===== config.mk =====
export PLATFORM = sky130hd
export DESIGN_NAME = voice_sequencer_mixer
export DESIGN_NICKNAME = d
export VERILOG_FILES = /design/src/rtl/voice_sequencer_mixer.sv
export SDC_FILE = /design/constraint.sdc
export NUM_CORES = 2
export LEC_CHECK = 0
export BUFFER_PORTS_ARGS = -buffer_cell sky130_fd_sc_hd__buf_4
export CORE_ASPECT_RATIO = 1.5
export CORE_UTILIZATION = 45
export DETAILED_ROUTE_END_ITERATION = 8
export GPL_TIMING_DRIVEN = 0
export HOLD_SLACK_MARGIN = 0.12
export PLACE_DENSITY = 0.58
export SYNTH_ARGS = -nofsm -noshare
export SYNTH_HDL_FRONTEND = slang
export SYNTH_SLANG_ARGS = --single-unit

===== constraint.sdc =====
create_clock -name i_clk -period 24.1 [get_ports i_clk]
set_clock_uncertainty 0.1 [all_clocks]
set_input_delay 2.41 -clock i_clk [delete_from_list [all_inputs] [get_ports i_clk]]
set_output_delay 2.41 -clock i_clk [all_outputs]
set_load 0.01 [all_outputs]

===== src/rtl/voice_sequencer_mixer.sv =====
// Voice-slot sequencer plus per-voice gain mixer for the time-multiplexed synth pipeline.
// Optional peak-magnitude tracker enabled by defining MIX_PEAK_EN.
module voice_sequencer_mixer #(
    parameter int unsigned NUM_VOICES = 256,
    parameter int unsigned PHASES     = 4,
    parameter int unsigned SAMPLE_W   = 16,
    parameter int unsigned MIX_W      = 24
) (
    input  logic                            i_clk,
    input  logic                            i_reset,
    input  logic                            i_enable,
    output logic                            o_ready,
    output logic [$clog2(NUM_VOICES)-1:0]   o_voice_index,
    output logic [$clog2(PHASES)-1:0]       o_phase,
    output logic                            o_slot_start,
    input  logic [SAMPLE_W-1:0]             i_sample,
    input  logic                            i_sample_valid,
    input  logic [$clog2(NUM_VOICES)-1:0]   i_sample_voice,
    input  logic                            i_gain_wr,
    input  logic [$clog2(NUM_VOICES)-1:0]   i_gain_voice,
    input  logic [7:0]                      i_gain,
    output logic [MIX_W-1:0]                o_mixed_sample,
    output logic                            o_mixed_valid,
    output logic                            o_clip,
    input  logic                            i_clip_clear,
    output logic [MIX_W-2:0]                o_peak
);
    localparam int unsigned VI_W   = $clog2(NUM_VOICES);
    localparam int unsigned PH_W   = $clog2(PHASES);
    localparam int unsigned TERM_W = SAMPLE_W + 9;
    localparam int unsigned SUM_W  = ((MIX_W > TERM_W) ? MIX_W : TERM_W) + 1;

    localparam logic signed [SUM_W-1:0] SAT_MAX = {{(SUM_W-MIX_W+1){1'b0}}, {(MIX_W-1){1'b1}}};
    localparam logic signed [SUM_W-1:0] SAT_MIN = {{(SUM_W-MIX_W+1){1'b1}}, {(MIX_W-1){1'b0}}};
    localparam logic signed [MIX_W-1:0] MIX_MAX = {1'b0, {(MIX_W-1){1'b1}}};
    localparam logic signed [MIX_W-1:0] MIX_MIN = {1'b1, {(MIX_W-1){1'b0}}};

    typedef enum logic [1:0] {ST_INIT, ST_IDLE, ST_RUN} state_e;

    state_e            state_q, state_d;
    logic [VI_W-1:0]   cnt_q, cnt_d;
    logic              ready_q, ready_d;
    logic [PH_W-1:0]   phase_q, phase_d;
    logic [VI_W-1:0]   index_q, index_d;
    logic              slot_q, slot_d;

    // Sequencer: gain-init sweep, then slot/phase counting gated by i_enable
    always_comb begin
        state_d = state_q;
        cnt_d   = cnt_q;
        ready_d = ready_q;
        phase_d = phase_q;
        index_d = index_q;
        slot_d  = 1'b0;
        case (state_q)
            ST_INIT: begin
                cnt_d = cnt_q + VI_W'(1);
                if (cnt_q == VI_W'(NUM_VOICES - 1)) begin
                    state_d = ST_IDLE;
                    ready_d = 1'b1;
                end
            end
            ST_IDLE: begin
                if (i_enable) begin
                    state_d = ST_RUN;
                    phase_d = '0;
                    index_d = '0;
                    slot_d  = 1'b1;
                end
            end
            ST_RUN: begin
                if (i_enable) begin
                    if (phase_q == PH_W'(PHASES - 1)) begin
                        phase_d = '0;
                        index_d = index_q + VI_W'(1);
                        slot_d  = 1'b1;
                    end else begin
                        phase_d = phase_q + PH_W'(1);
                    end
                end
            end
            default: state_d = ST_INIT;
        endcase
    end

    always_ff @(posedge i_clk) begin
        if (i_reset) begin
            state_q <= ST_INIT;
            cnt_q   <= '0;
            ready_q <= 1'b0;
            phase_q <= '0;
            index_q <= '0;
            slot_q  <= 1'b0;
        end else begin
            state_q <= state_d;
            cnt_q   <= cnt_d;
            ready_q <= ready_d;
            phase_q <= phase_d;
            index_q <= index_d;
            slot_q  <= slot_d;
        end
    end

    // Gain RAM: init sweep owns the write port; reads return pre-write data
    logic [7:0]      gain_mem [NUM_VOICES];
    logic            gain_we;
    logic [VI_W-1:0] gain_waddr;
    logic [7:0]      gain_wdata;
    logic [7:0]      s1_gain_q;

    always_comb begin
        gain_we    = (state_q == ST_INIT) || i_gain_wr;
        gain_waddr = (state_q == ST_INIT) ? cnt_q : i_gain_voice;
        gain_wdata = (state_q == ST_INIT) ? 8'd128 : i_gain;
    end

    always_ff @(posedge i_clk) begin
        if (gain_we) gain_mem[gain_waddr] <= gain_wdata;
        s1_gain_q <= gain_mem[i_sample_voice];
    end

    logic signed [SAMPLE_W-1:0] s1_sample_q;
    logic                       s1_vld_q, s1_first_q, s1_last_q;
    logic signed [TERM_W-1:0]   term_q, term_d, prod;
    logic signed [8:0]          gain_ext;
    logic                       s2_vld_q, s2_first_q, s2_last_q;

    always_comb begin
        gain_ext = {1'b0, s1_gain_q};
        prod     = TERM_W'(s1_sample_q) * TERM_W'(gain_ext);
        term_d   = prod >>> 7;
    end

    always_ff @(posedge i_clk) begin
        if (i_reset) begin
            s1_sample_q <= '0;
            s1_vld_q    <= 1'b0;
            s1_first_q  <= 1'b0;
            s1_last_q   <= 1'b0;
            term_q      <= '0;
            s2_vld_q    <= 1'b0;
            s2_first_q  <= 1'b0;
            s2_last_q   <= 1'b0;
        end else begin
            s1_sample_q <= i_sample;
            s1_vld_q    <= i_sample_valid && (state_q != ST_INIT);
            s1_first_q  <= (i_sample_voice == VI_W'(0));
            s1_last_q   <= (i_sample_voice == VI_W'(NUM_VOICES - 1));
            term_q      <= term_d;
            s2_vld_q    <= s1_vld_q;
            s2_first_q  <= s1_first_q;
            s2_last_q   <= s1_last_q;
        end
    end

    logic signed [MIX_W-1:0] acc_q, acc_d, mixed_q, mixed_d, base, sat_val;
    logic signed [SUM_W-1:0] sum;
    logic                    ovf, mvalid_q, mvalid_d, clip_q, clip_d;

    // Saturating accumulate; voice 0 restarts the frame, last voice emits it
    always_comb begin
        base    = s2_first_q ? '0 : acc_q;
        sum     = SUM_W'(term_q) + SUM_W'(base);
        ovf     = 1'b0;
        sat_val = MIX_W'(sum);
        if (sum > SAT_MAX) begin
            sat_val = MIX_MAX;
            ovf     = 1'b1;
        end else if (sum < SAT_MIN) begin
            sat_val = MIX_MIN;
            ovf     = 1'b1;
        end
        acc_d    = acc_q;
        mixed_d  = mixed_q;
        mvalid_d = 1'b0;
        clip_d   = i_clip_clear ? 1'b0 : clip_q;
        if (s2_vld_q) begin
            if (ovf) clip_d = 1'b1;
            if (s2_last_q) begin
                mixed_d  = sat_val;
                mvalid_d = 1'b1;
                acc_d    = '0;
            end else begin
                acc_d = sat_val;
            end
        end
    end

    always_ff @(posedge i_clk) begin
        if (i_reset) begin
            acc_q    <= '0;
            mixed_q  <= '0;
            mvalid_q <= 1'b0;
            clip_q   <= 1'b0;
        end else begin
            acc_q    <= acc_d;
            mixed_q  <= mixed_d;
            mvalid_q <= mvalid_d;
            clip_q   <= clip_d;
        end
    end

`ifdef MIX_PEAK_EN
    logic [MIX_W-2:0] peak_q, peak_d, mag;

    // Magnitude of the emitted sample; most-negative value clamps to max positive
    always_comb begin
        if (sat_val == MIX_MIN)   mag = {(MIX_W-1){1'b1}};
        else if (sat_val[MIX_W-1]) mag = (MIX_W-1)'(-sat_val);
        else                      mag = (MIX_W-1)'(sat_val);
        peak_d = i_clip_clear ? '0 : peak_q;
        if (s2_vld_q && s2_last_q && (i_clip_clear || (mag > peak_q))) peak_d = mag;
    end

    always_ff @(posedge i_clk) begin
        if (i_reset) peak_q <= '0;
        else         peak_q <= peak_d;
    end

    assign o_peak = peak_q;
`else
    assign o_peak = '0;
`endif

    assign o_ready        = ready_q;
    assign o_voice_index  = index_q;
    assign o_phase        = phase_q;
    assign o_slot_start   = slot_q;
    assign o_mixed_sample = mixed_q;
    assign o_mixed_valid  = mvalid_q;
    assign o_clip         = clip_q;

endmodule


After elaboration in Yosys (flattened, before gate mapping) --
Memory sizes are Yosys's and may differ from the RTL's. A register that Yosys moved wholly into a read port is not among the register bits. Index checks and enable logic that the tools add are counted.
Storage, ports and cells: memories 1, bits of input ports 46, logic and storage cells 78, bits in registers 112, RAM bits 2048
Memories:
- gain_mem | depth 256, bits a word 8, rd ports 1, clocked after Yosys merged registers in 1, wr ports 1, line 105 | logic [7:0] gain_mem [NUM_VOICES];
Cells by class: $mul 1, reductions and logical operators 12, equality and inequality tests 9, mux-type cells 29, bitwise gates (word level) 2, add/sub/neg operators 4, magnitude comparators 2
Operators by type and width (count):
- $mux W24 | 4
- $mux W8 | 5
- $add A18 B24 Y25 | 1
- $gt A25 B24 Y1 const B | 1
- $lt A25 B24 Y1 const B | 1
- $mul A16 B9 Y25 | 1
- $add A8 B1 Y8 const B | 2
- $eq A8 B8 Y1 const B | 2
- $pmux W8 S2 | 1
- $mux W1 | 11
- $mux W2 | 5
- $logic_not A8 Y1 | 1
- $ne A2 B2 Y1 const B | 4
- $pmux W2 S3 | 1
- $reduce_and A3 Y1 | 2
- $eq A2 B2 Y1 const B | 2
- $pmux W2 S2 | 1
- $reduce_and A2 Y1 | 2
- $reduce_and A4 Y1 | 1
- $reduce_bool A2 Y1 | 2
- $add A2 B1 Y2 const B | 1
- $eq A2 B1 Y1 const B | 1
- $logic_not A2 Y1 | 1
- $not A1 Y1 | 2
- 4 further kinds | 4

Logic depth before layout (Yosys ltp) --
depth in word-level cells 7, mapped depth 19, mapped depth without buffers 18

Worst setup path before layout --
Ideal clock, no wire load.
path type in2reg, start point input i_gain[0], end point memory gain_mem[0][0], data pin, library setup time 1446 ps, stages on the path 1, path buffers 0, arrival 8555 ps, slack 13999 ps, path through nor2b_1
Between the ends: word-level cells in the longest chain between the ends 1
Ends and longest elaborated chain:
- start: declaration | line 21 | input logic [7:0] i_gain,
- $mux W8 | line 114 | gain_wdata = (state_q == ST_INIT) ? 8'd128 : i_gain;
- end: declaration | line 105
No other way between the ends.

==> results.cfg <==
[detailed_routing]
wl_um = 252000
ant_nets = 0
firstDrtPassIters = 6
drc = 0
drt-initial-drc-count = 4187
detail_route.wl_per_cell_um = 33.0
vias = 45100
via_per_inst = 5.90

[clocking]
clkTransAtPathRegs_ns = 0.06
cts_buffers = 206
clock_path_buffers = 4
ctsResizeCount = 0
clock_latency_ns = 0.87
cts_tree = built
ctsHoldBuffers = 0
htree_levels = 4
cts_root_buf = clkbuf_16
cts_setup_buffers = 0
clkSinkCount = 2168

[flow_run]
drv_cap = 2

[critical_path]
cpMaxStageDelayCell = buf_1
crit_path_max_fanout = 10
cp-start-kind = input port
crit_start = i_sample_voice[1]
endpoint = s1_gain_q[3]
critPathKind = in -> reg
crit_arrival_ns = 7.33
max_stage_delay_ns = 0.99
crit_cells = 9
r2r_slack_ns = 17.58
critPathTopFamily = buffers and inverters
cp_cell_sequence = buf_2 -> clkbuf_1 -> buf_1 -> mux4_2 -> mux4_2 -> a22oi_1 -> nand2_1 -> a22oi_1 -> o221ai_1
crit_path_end_kind = flip-flop
timing.critical_path.buf_inv = 3
rr_worst_depth = 19
regToRegEndpoint = term_q[15]
required_ns = 24.58
r2r_start = s1_gain_q[1]

[timing]
setup_viol = 0
tns_ns = 0
fmax_mhz = 146
relSlewSlack_pct = -3.22
slew_violations = 22
post-route-min-period_ns = 6.85
setup_slack_ns = 17.25
finalCritPeriodShare_pct = 28.4
finalHoldViolCount = 0
rsz0062_at_grt = false
max_slew.worst_pin.slew_ns = 1.55

[floorplanning]
die_h_um = 547
start_util_pct = 45.4
core_um2 = 196000
boundaryPins = 107
die_area_um2 = 200000
rows = 199
die_width_um = 365

[place]
place.gp.congestion = 0.897
dp_hpwl_um = 179000
preCtsSetupSlack_ns = 16.52
port-buffer-count = 77
dp_cells = 7279

[synthesis]
synth_ff_type = edfxtp_1
ys_ff_latch = 2168
yosys.area_share.xor_xnor_pct = 0.462
syn_inst = 4514
synth-simple-area-share_pct = 3.71
synth_top_family_by_area = multiplexers
ys_async_sr_fraction_pct = 0
avgSynthCellArea_um2 = 19.7
synth_cell_type_count = 66
synth_edf_count = 2048
synth-compound-area-share_pct = 2.24
seq_area_frac_synth_pct = 71.8
yosys.area_share.adder_pct = 3.40
yosysWarnings = 0
muxShareOfSynthArea_pct = 16.2
synth_area_um2 = 89000

[pwr]
ir_worst_vdd_mv = 0.0546
power.density_nw_per_um2 = 79.8
p_leak_uw = 0.0330

[cells_and_area]
layout_commonest_cell = edfxtp_1
layout-drive-gt1-share_pct = 23.4
syn_to_final_growth_pct = 13.0
nFillCells = 15700
mostFrequentLayoutCells = edfxtp_1, mux4_2, nor2_1
fin_cells = 7655
finalNetCount = 5099

[global_route]
grt_pass1_vias = 46900
antenna_found_initial = 13
grt_max_degree = 79
grt_overflow = 0
grt.total_usage_pct = 25.6
grt_pass1_wl_um = 353000

[outcome]
status = complete, but fails checks
violations = capacitance limit, slew limit

[worst_hold_path]
min_path_type = reg -> reg
==> how the worst min path moves through the flow <==
| stage | start | endpoint | slack (ns) | cells after the start |
|---|---|---|---|---|
| after floorplan | s1_first_q | s2_first_q | 0.31 | 1 |
| after detailed placement | acc_q[6] | acc_q[6] | 0.34 | 2 |
| after global routing | o_mixed_sample[13] | o_mixed_sample[13] | 0.38 | 2 |
| final | acc_q[11] | acc_q[11] | 0.35 | 2 |
| after CTS | acc_q[6] | acc_q[6] | 0.35 | 2 |
| after global placement | acc_q[6] | acc_q[6] | 0.33 | 2 |
==> Yosys cell counts (25+ instances only) <==
master    instances  area, um2
mux4_2          639      14400
edfxtp_1       2048      61500
o21ai_0          75        375
dfxtp_1         120       2400
nand2_1         202        758
clkbuf_1        148        556
buf_4            40        300
a22oi_1          39        293
nor2b_1          63        394
inv_1           169        634
ha_1             76        951
fa_1            102       2040
buf_2            37        185
a21oi_1          58        290
nor2_1          337       1260
xor2_1           25        219
and2_1           65        407
==> worst register-to-register path: cells and delay by family, from the launching register on <==
family / cells / cell delay, ns
compound gates: 4 / 1.59
flops: 1 / 0.50
buf+inv: 5 / 1.07
fa+ha+maj: 5 / 2.29
simple gates: 4 / 0.62
xor+xnor: 1 / 0.20
==> flip-flops by register name, summed over array words and instances (netlist names), 2 cells and up <==
name and count:
o_voice_index 8, o_mixed_sample 24, state_q 2, term_q 18
acc_q 24, s1_sample_q 16, gain_mem 2048, o_phase 2
cnt_q 8, s1_gain_q 8
==> layer usage <==
layer | wire (um) | global-route usage, % | vias to the layer above
met5 | 92 | 0 | -
met4 | 15300 | 13.7 | 14
met3 | 15600 | 4.30 | 506
met2 | 133000 | 44.8 | 1750
met1 | 88800 | 29.8 | 24100
li1 | - | - | 18800
==> power by group <==
group / switching, uW / internal, uW / total, uW / leakage (uW)
Combinational: 453 / 276 / 729 / 0.0100
Clock: 1410 / 1770 / 3180 / 0.00315
Sequential: 21.2 / 4090 / 4110 / 0.0198
Total: 1880 / 6140 / 8020 / 0.0330
==> through the flow <==
stage / total power, uW / util [%] / area, um2 / hold slack [ns]
floorplan: 4640 / - / 89100 / 0.314
global placement: 4920 / 47.4 / 92900 / 0.329
detailed placement: 4920 / 48.0 / 94100 / 0.338
CTS: 8070 / 51.2 / 101000 / 0.352
global route: 8240 / 51.2 / 101000 / 0.382
finish: 8020 / 51.2 / 101000 / 0.352
==> cell type report <==
cell class	instances	area, um2	area share (%)
clock buffers	261	5470	5.44
plain buffers	260	1300	1.29
multi-input cells	1938	23300	23.2
clock inverters	107	955	0.950
diodes	7	17.5	0.0174
well taps	2613	3270	3.25
flip-flops and latches	2168	63900	63.6
inverters	170	638	0.635
repair buffers	131	1650	1.64
==> cells by family (layout without fill, tap and decap cells) <==
| group | after synthesis | in the layout |
|---|---|---|
| compound gates | 298 | 298 |
| xor+xnor | 47 | 47 |
| fa+ha+maj | 181 | 181 |
| buf+inv | 430 | 929 |
| flops | 2168 | 2168 |
| mux | 645 | 645 |
| other cells | 1 | 30 |
| simple gates | 744 | 744 |
Note: power is estimated with default switching activity, not from simulation.
